`src/rtl/rv32i_pkg.sv`:
```
// Shared RV32I decode constants: opcodes, immediate formats and
// the ID/EX output register states.
package rv32i_pkg;

    localparam int XLEN = 32;
    localparam int NREGS = 32;

    localparam logic [6:0] OPC_LUI    = 7'b0110111;
    localparam logic [6:0] OPC_AUIPC  = 7'b0010111;
    localparam logic [6:0] OPC_JAL    = 7'b1101111;
    localparam logic [6:0] OPC_JALR   = 7'b1100111;
    localparam logic [6:0] OPC_BRANCH = 7'b1100011;
    localparam logic [6:0] OPC_LOAD   = 7'b0000011;
    localparam logic [6:0] OPC_STORE  = 7'b0100011;
    localparam logic [6:0] OPC_OPIMM  = 7'b0010011;
    localparam logic [6:0] OPC_OP     = 7'b0110011;

    typedef enum logic [2:0] {
        IMM_I,
        IMM_S,
        IMM_B,
        IMM_U,
        IMM_J,
        IMM_NONE
    } imm_fmt_e;

    typedef enum logic {
        ST_EMPTY,
        ST_FULL
    } out_state_e;

endpackage

```
`src/rtl/rv32i_decoder.sv`:
```
// Combinational RV32I field decoder: register usage, immediate,
// and legality of the opcode.
module rv32i_decoder
    import rv32i_pkg::*;
(
    input  logic [31:0]     instr,
    output logic            uses_rs1,
    output logic            uses_rs2,
    output logic            writes_rd,
    output logic            illegal,
    output logic [XLEN-1:0] imm
);

    logic [6:0] opc;
    imm_fmt_e   fmt;

    assign opc = instr[6:0];

    always_comb begin
        fmt       = IMM_NONE;
        uses_rs1  = 1'b0;
        uses_rs2  = 1'b0;
        writes_rd = 1'b0;
        illegal   = 1'b0;
        unique case (1'b1)
            (opc == OPC_LUI) || (opc == OPC_AUIPC): begin
                fmt       = IMM_U;
                writes_rd = 1'b1;
            end
            (opc == OPC_JAL): begin
                fmt       = IMM_J;
                writes_rd = 1'b1;
            end
            (opc == OPC_JALR) || (opc == OPC_LOAD) || (opc == OPC_OPIMM): begin
                fmt       = IMM_I;
                uses_rs1  = 1'b1;
                writes_rd = 1'b1;
            end
            (opc == OPC_BRANCH): begin
                fmt      = IMM_B;
                uses_rs1 = 1'b1;
                uses_rs2 = 1'b1;
            end
            (opc == OPC_STORE): begin
                fmt      = IMM_S;
                uses_rs1 = 1'b1;
                uses_rs2 = 1'b1;
            end
            (opc == OPC_OP): begin
                uses_rs1  = 1'b1;
                uses_rs2  = 1'b1;
                writes_rd = 1'b1;
            end
            default: illegal = 1'b1;
        endcase
    end

    always_comb begin
        imm = '0;
        unique case (fmt)
            IMM_I: imm = {{20{instr[31]}}, instr[31:20]};
            IMM_S: imm = {{20{instr[31]}}, instr[31:25], instr[11:7]};
            IMM_B: imm = {{19{instr[31]}}, instr[31], instr[7],
                          instr[30:25], instr[11:8], 1'b0};
            IMM_U: imm = {instr[31:12], 12'b0};
            IMM_J: imm = {{11{instr[31]}}, instr[31], instr[19:12],
                          instr[20], instr[30:21], 1'b0};
            default: imm = '0;
        endcase
    end

endmodule

```
`src/rtl/decode_issue_stage.sv`:
```
// RV32I decode/issue: drives regfile selects, blocks on scoreboard
// hazards and captures operands plus decoded fields into ID/EX.
module decode_issue_stage #(
    parameter int XLEN  = 32,
    parameter int NREGS = 32
) (
    input  logic            clock,
    input  logic            reset_n,
    input  logic            in_valid,
    output logic            in_ready,
    input  logic [31:0]     in_instr,
    input  logic [31:0]     in_pc,
    output logic [4:0]      reg_1_select,
    output logic [4:0]      reg_2_select,
    input  logic [XLEN-1:0] reg_1,
    input  logic [XLEN-1:0] reg_2,
    input  logic            wb_valid,
    input  logic [4:0]      wb_rd,
    output logic            out_valid,
    input  logic            out_ready,
    output logic [31:0]     out_pc,
    output logic [XLEN-1:0] out_rs1_val,
    output logic [XLEN-1:0] out_rs2_val,
    output logic [XLEN-1:0] out_imm,
    output logic [4:0]      out_rd,
    output logic [6:0]      out_opcode,
    output logic [2:0]      out_funct3,
    output logic            out_funct7b5,
    output logic            out_illegal
);

    import rv32i_pkg::*;

    logic [4:0]      rs1, rs2, rd;
    logic            uses_rs1, uses_rs2, writes_rd, dec_illegal;
    logic [XLEN-1:0] dec_imm;
    logic            hazard, accept;

    out_state_e      state_q, state_d;
    logic [NREGS-1:0] sb_q, sb_d;

    logic [31:0]     pc_q, pc_d;
    logic [XLEN-1:0] rs1v_q, rs1v_d;
    logic [XLEN-1:0] rs2v_q, rs2v_d;
    logic [XLEN-1:0] imm_q, imm_d;
    logic [4:0]      rd_q, rd_d;
    logic [6:0]      opc_q, opc_d;
    logic [2:0]      f3_q, f3_d;
    logic            f7b5_q, f7b5_d;
    logic            ill_q, ill_d;

    assign rs1 = in_instr[19:15];
    assign rs2 = in_instr[24:20];
    assign rd  = in_instr[11:7];

    assign reg_1_select = rs1;
    assign reg_2_select = rs2;

    rv32i_decoder u_dec (
        .instr     (in_instr),
        .uses_rs1  (uses_rs1),
        .uses_rs2  (uses_rs2),
        .writes_rd (writes_rd),
        .illegal   (dec_illegal),
        .imm       (dec_imm)
    );

    // Regfile writes at negedge, so a same-cycle writeback already
    // resolves the dependency.
    function automatic logic pending(input logic [4:0] r);
        return sb_q[r] && !(wb_valid && (wb_rd == r));
    endfunction

    always_comb begin
        hazard = (uses_rs1 && (rs1 != 5'd0) && pending(rs1))
              || (uses_rs2 && (rs2 != 5'd0) && pending(rs2))
              || (writes_rd && (rd != 5'd0) && pending(rd));
    end

    assign in_ready = !hazard && (!out_valid || out_ready);
    assign accept   = in_valid && in_ready;

    always_ff @(posedge clock or negedge reset_n) begin
        if (!reset_n) begin
            state_q <= ST_EMPTY;
        end else begin
            state_q <= state_d;
        end
    end

    always_comb begin
        state_d = state_q;
        unique case (state_q)
            ST_EMPTY: if (accept) state_d = ST_FULL;
            ST_FULL:  if (out_ready && !accept) state_d = ST_EMPTY;
        endcase
    end

    always_comb begin
        out_valid = (state_q == ST_FULL);
    end

    always_comb begin
        sb_d = sb_q;
        if (wb_valid) sb_d[wb_rd] = 1'b0;
        if (accept && writes_rd && (rd != 5'd0)) sb_d[rd] = 1'b1;
        sb_d[0] = 1'b0;
    end

    always_comb begin
        pc_d   = pc_q;
        rs1v_d = rs1v_q;
        rs2v_d = rs2v_q;
        imm_d  = imm_q;
        rd_d   = rd_q;
        opc_d  = opc_q;
        f3_d   = f3_q;
        f7b5_d = f7b5_q;
        ill_d  = ill_q;
        if (accept) begin
            pc_d   = in_pc;
            rs1v_d = reg_1;
            rs2v_d = reg_2;
            imm_d  = dec_imm;
            rd_d   = writes_rd ? rd : 5'd0;
            opc_d  = in_instr[6:0];
            f3_d   = in_instr[14:12];
            f7b5_d = in_instr[30];
            ill_d  = dec_illegal;
        end
    end

    always_ff @(posedge clock or negedge reset_n) begin
        if (!reset_n) begin
            sb_q   <= '0;
            pc_q   <= '0;
            rs1v_q <= '0;
            rs2v_q <= '0;
            imm_q  <= '0;
            rd_q   <= '0;
            opc_q  <= '0;
            f3_q   <= '0;
            f7b5_q <= 1'b0;
            ill_q  <= 1'b0;
        end else begin
            sb_q   <= sb_d;
            pc_q   <= pc_d;
            rs1v_q <= rs1v_d;
            rs2v_q <= rs2v_d;
            imm_q  <= imm_d;
            rd_q   <= rd_d;
            opc_q  <= opc_d;
            f3_q   <= f3_d;
            f7b5_q <= f7b5_d;
            ill_q  <= ill_d;
        end
    end

    assign out_pc       = pc_q;
    assign out_rs1_val  = rs1v_q;
    assign out_rs2_val  = rs2v_q;
    assign out_imm      = imm_q;
    assign out_rd       = rd_q;
    assign out_opcode   = opc_q;
    assign out_funct3   = f3_q;
    assign out_funct7b5 = f7b5_q;
    assign out_illegal  = ill_q;

endmodule

```
`config.mk`:
```
export PLATFORM = sky130hd
export DESIGN_NAME = decode_issue_stage
export DESIGN_NICKNAME = d
export VERILOG_FILES = /design/src/rtl/rv32i_pkg.sv /design/src/rtl/rv32i_decoder.sv /design/src/rtl/decode_issue_stage.sv
export SDC_FILE = /design/constraint.sdc
export NUM_CORES = 1
export LEC_CHECK = 0
export CORE_MARGIN = 3
export CORE_UTILIZATION = 40
export CTS_CLUSTER_SIZE = 10
export DETAILED_ROUTE_END_ITERATION = 6
export PLACE_DENSITY = 0.72
export SYNTH_ARGS = -nofsm -noshare
export SYNTH_HDL_FRONTEND = slang
export SYNTH_SLANG_ARGS = --single-unit
```
`constraint.sdc`:
```
create_clock -name clock -period 3.6 [get_ports clock]
set_clock_uncertainty 0.2 [all_clocks]
set_input_delay 0.72 -clock clock [delete_from_list [all_inputs] [get_ports clock]]
set_output_delay 0.72 -clock clock [all_outputs]
set_load 0.02 [all_outputs]
```
==> metrics <==
type of the worst min-delay path in2async; Synth Area in Simple Gates 6.364%; leakage 0.005511 uW; H-tree depth 4; Die H 151.4 um; DRC violations left 0; WL met1 10,950 um; slew margin rel. 51.69%; Post-synth EDFFs 0; Starting Density 41.25%; fin crit period 3.512 ns; cell taking the most area after synthesis dfrtp_1; Pint 3995 uW; most frequent cells in the layout clkdlybuf4s50_1, dfrtp_1, mux2_2, buf_4, mux2i_1; final WL 26,320 um; CTS tree done; Syn Std Cell Area around 8500 um2; Synth Area in Adders 0%; worst slack, placed -0.7396 ns; initial antenna violation count 0; switching pwr 1743 uW; Top Layer Used met4; Comb power frac 27.5%; clock sinks 177; number of diodes 0; TritonCTS Buffers 17; Netlist cell types 45; Reg-to-Reg Start sb_q[14]$_DFF_PN0_; DRT antenna net count 0; placed instance count 1,291; max incr delay on CP approximately 0.54 ns; worst-path fanout max 5; maximum clock insertion buffer count 2; Vias 7,066; Placement Rows 52; worst skew pair latency between 0.4 and 0.5 ns; Tcrit/Tclk final 97.56%; Compound-Gate Fraction of Synth Area under 10%; Top delay family on crit path buffers and inverters; Met3 Wirelength 2562 um; Syn Inst Count 692; RePlAce Congestion roughly 0.99; post-layout worst setup margin 0.08768 ns; R2R Path End out_rs1_val[25]$_DFFE_PN0P_; DR WL/cell 19.86 um; slew of the pin with the lowest slew margin between 0.7 and 0.8 ns; # port buffers 294; largest net degree at the start of global routing 74; Synth Area per Inst 12.22 um2; CP most frequent cell nand4_1; met2 WL post-DR between 10,000 and 15,000 um; Max Fclk 284.7 MHz; Clock Power Share 31.9%; GRT Overall Usage 22.28%; Levels on crit path 8; R2R cell count 11; ys flop type dfrtp_1; Slew Limit Fails 0; GRT overflow 0; sw frac a little under a third; final hold violation count 0; post-synthesis xor/xnor area fraction 1.554%; Critical Path Start Type input pin; most common cell after layout, fill and taps aside clkdlybuf4s50_1; Buf+Inv Stages, Crit Path 3; fillers 1,616; critical path arrival 2.59 ns; Reg power frac 40.7%; FF-to-FF setup slack 0.64 ns; Power Dens Cells around 440 nW/um2; 1st-pass router iterations 5; fin nets 1,180; RSZ-0062 raised after global routing no; total of warnings raised by yosys 0; fin cells 1,325; top cells by area, synth dfrtp_1, mux2_2, mux2i_1; CP endpoint kind primary output; Max VDD drop between 0.0003 and 0.0004 V; fin util 63.06%; Die ar. 22,920 um2; #FFs+latches synth 177; HPWL after DPL roughly 20,000 um; top cell type's share of synthesized area a little over half; I/O pin cnt 295; die width approximately 150 um; fraction of registers with async set/reset between 90% and 100%; register area share after synthesis 52.39%; largest family of logic cells by synthesized area multiplexers; CP max-delay cell mux4_2; vias in the first global route approximately 7,000; Max-Cap Viols 0; Vias per Instance 5.333; clock slew at reported path FFs 0.07 ns; Core Area 20,490 um2; Syn Nets 830; Post-CTS Hold Fix Bufs 0; worst path cell trace clkdlybuf4s50_1, buf_4, mux4_2, nand4_1, nand4_1, o21ai_1, and2_4, buf_6; Synth-to-Final Area Change 52.86%; drt initial violations 511; layout cells sized above 1 26.73%; CP Class in2out; status finished, final reports clean; worst path required time 2.68 ns; first-pass GRT wire length 39,320 um; final setup fails 0; multiplexer share of the synthesized area between 20% and 30%; root buffer selected by CTS clkbuf_16
-- stage by stage --
step / area (um2) / hold slack [ns] / setup TNS (ns) / total power [uW]
5_1_grt: 12920 / 0.1601 / 0 / 5985
2_1_floorplan: 8454 / 0.2244 / 0 / 3070
3_3_place_gp: 12280 / 0.2752 / -32.61 / 3925
3_5_place_dp: 12280 / 0.2850 / -42.91 / 3945
4_1_cts: 12900 / 0.1333 / 0 / 5793
6_report: 12920 / 0.1011 / 0 / 5738
-- cell families (layout without fill, tap and decap cells) --
| logic type | count (synthesis) | in the layout |
|---|---|---|
| buf+inv | 97 | 460 |
| compound gates | 123 | 123 |
| simple gates | 104 | 104 |
| flops | 177 | 177 |
| xor+xnor | 15 | 15 |
| mux | 176 | 176 |
-- synth_stat cells, types with 5 or more instances --
library cell,count
nand4_1,5
o41ai_1,31
buf_2,20
nor2_1,24
o21ai_0,38
clkbuf_1,26
mux2i_1,39
buf_4,13
xnor2_1,7
nand3b_1,8
or3b_2,5
mux4_2,16
nor3_1,6
nand2_1,26
xor2_1,8
o22ai_1,7
nand3_1,10
mux2_2,118
inv_1,35
a21oi_1,26
dfrtp_1,177
-- worst register-to-register path: stages, from the launching register on --
cell	delay, ns
dfrtp_1	0.43
mux4_2	0.48
mux2i_1	0.15
nor3b_1	0.08
o31a_1	0.33
a41oi_2	0.19
buf_4	0.14
buf_4	0.10
nand3_4	0.09
buf_12	0.20
buf_12	0.19
mux2_2	0.27
-- state kept, by name, summed over array words and instances, names as in the netlist --
register / count
out_imm: 32
out_pc: 32
out_rs1_val: 32
out_rs2_val: 32
sb_q: 31
out_opcode: 7
out_rd: 5
out_funct3: 3
out_funct7b5: 1
out_illegal: 1
out_valid: 1
-- per-layer routing --
metal  vias up  GRT usage, %
li1       3194             -
met1      3503         29.74
met2       333         34.34
met3        36         7.959
met4         0         6.346
met5         -             0
-- worst max path at each step --
stage | startpoint | to | slack [ns]
2_1_floorplan | in_instr[15] | in_ready | 0.28
3_3_place_gp | in_instr[21] | in_ready | -0.72
3_5_place_dp | in_instr[21] | in_ready | -0.74
4_1_cts | in_instr[11] | in_ready | 0.01
5_1_grt | in_instr[17] | in_ready | 0.02
6_report | in_instr[7] | in_ready | 0.09
-- timing repair --
action | CTS | global route
gates resized for setup | 16 | 11
pin swaps | 4 | 4
endpoints found under the setup margin | 1 | 1
setup buffers | 2 | 0
-- power by group through the flow --
stage | clock network (uW) | logic (uW) | registers (uW)
2_1_floorplan | 0 | 452 | 2620
4_1_cts | 1870 | 1590 | 2340
3_5_place_dp | 0 | 1570 | 2370
5_1_grt | 1960 | 1660 | 2360
6_report | 1830 | 1580 | 2330
3_3_place_gp | 0 | 1570 | 2360
-- layout make-up --
type | count | area, um2 | share of cell area (%)
Sequential cell | 177 | 4429 | 34.27
Timing Repair Buffer | 393 | 3812 | 29.50
Multi-Input combinational cell | 418 | 3631 | 28.10
Clock buffer | 19 | 442.9 | 3.427
Inverter | 35 | 131.4 | 1.017
Clock inverter | 13 | 138.9 | 1.075
Tap cell | 270 | 337.8 | 2.614
No activity file was read; power rests on OpenSTA's default activity.
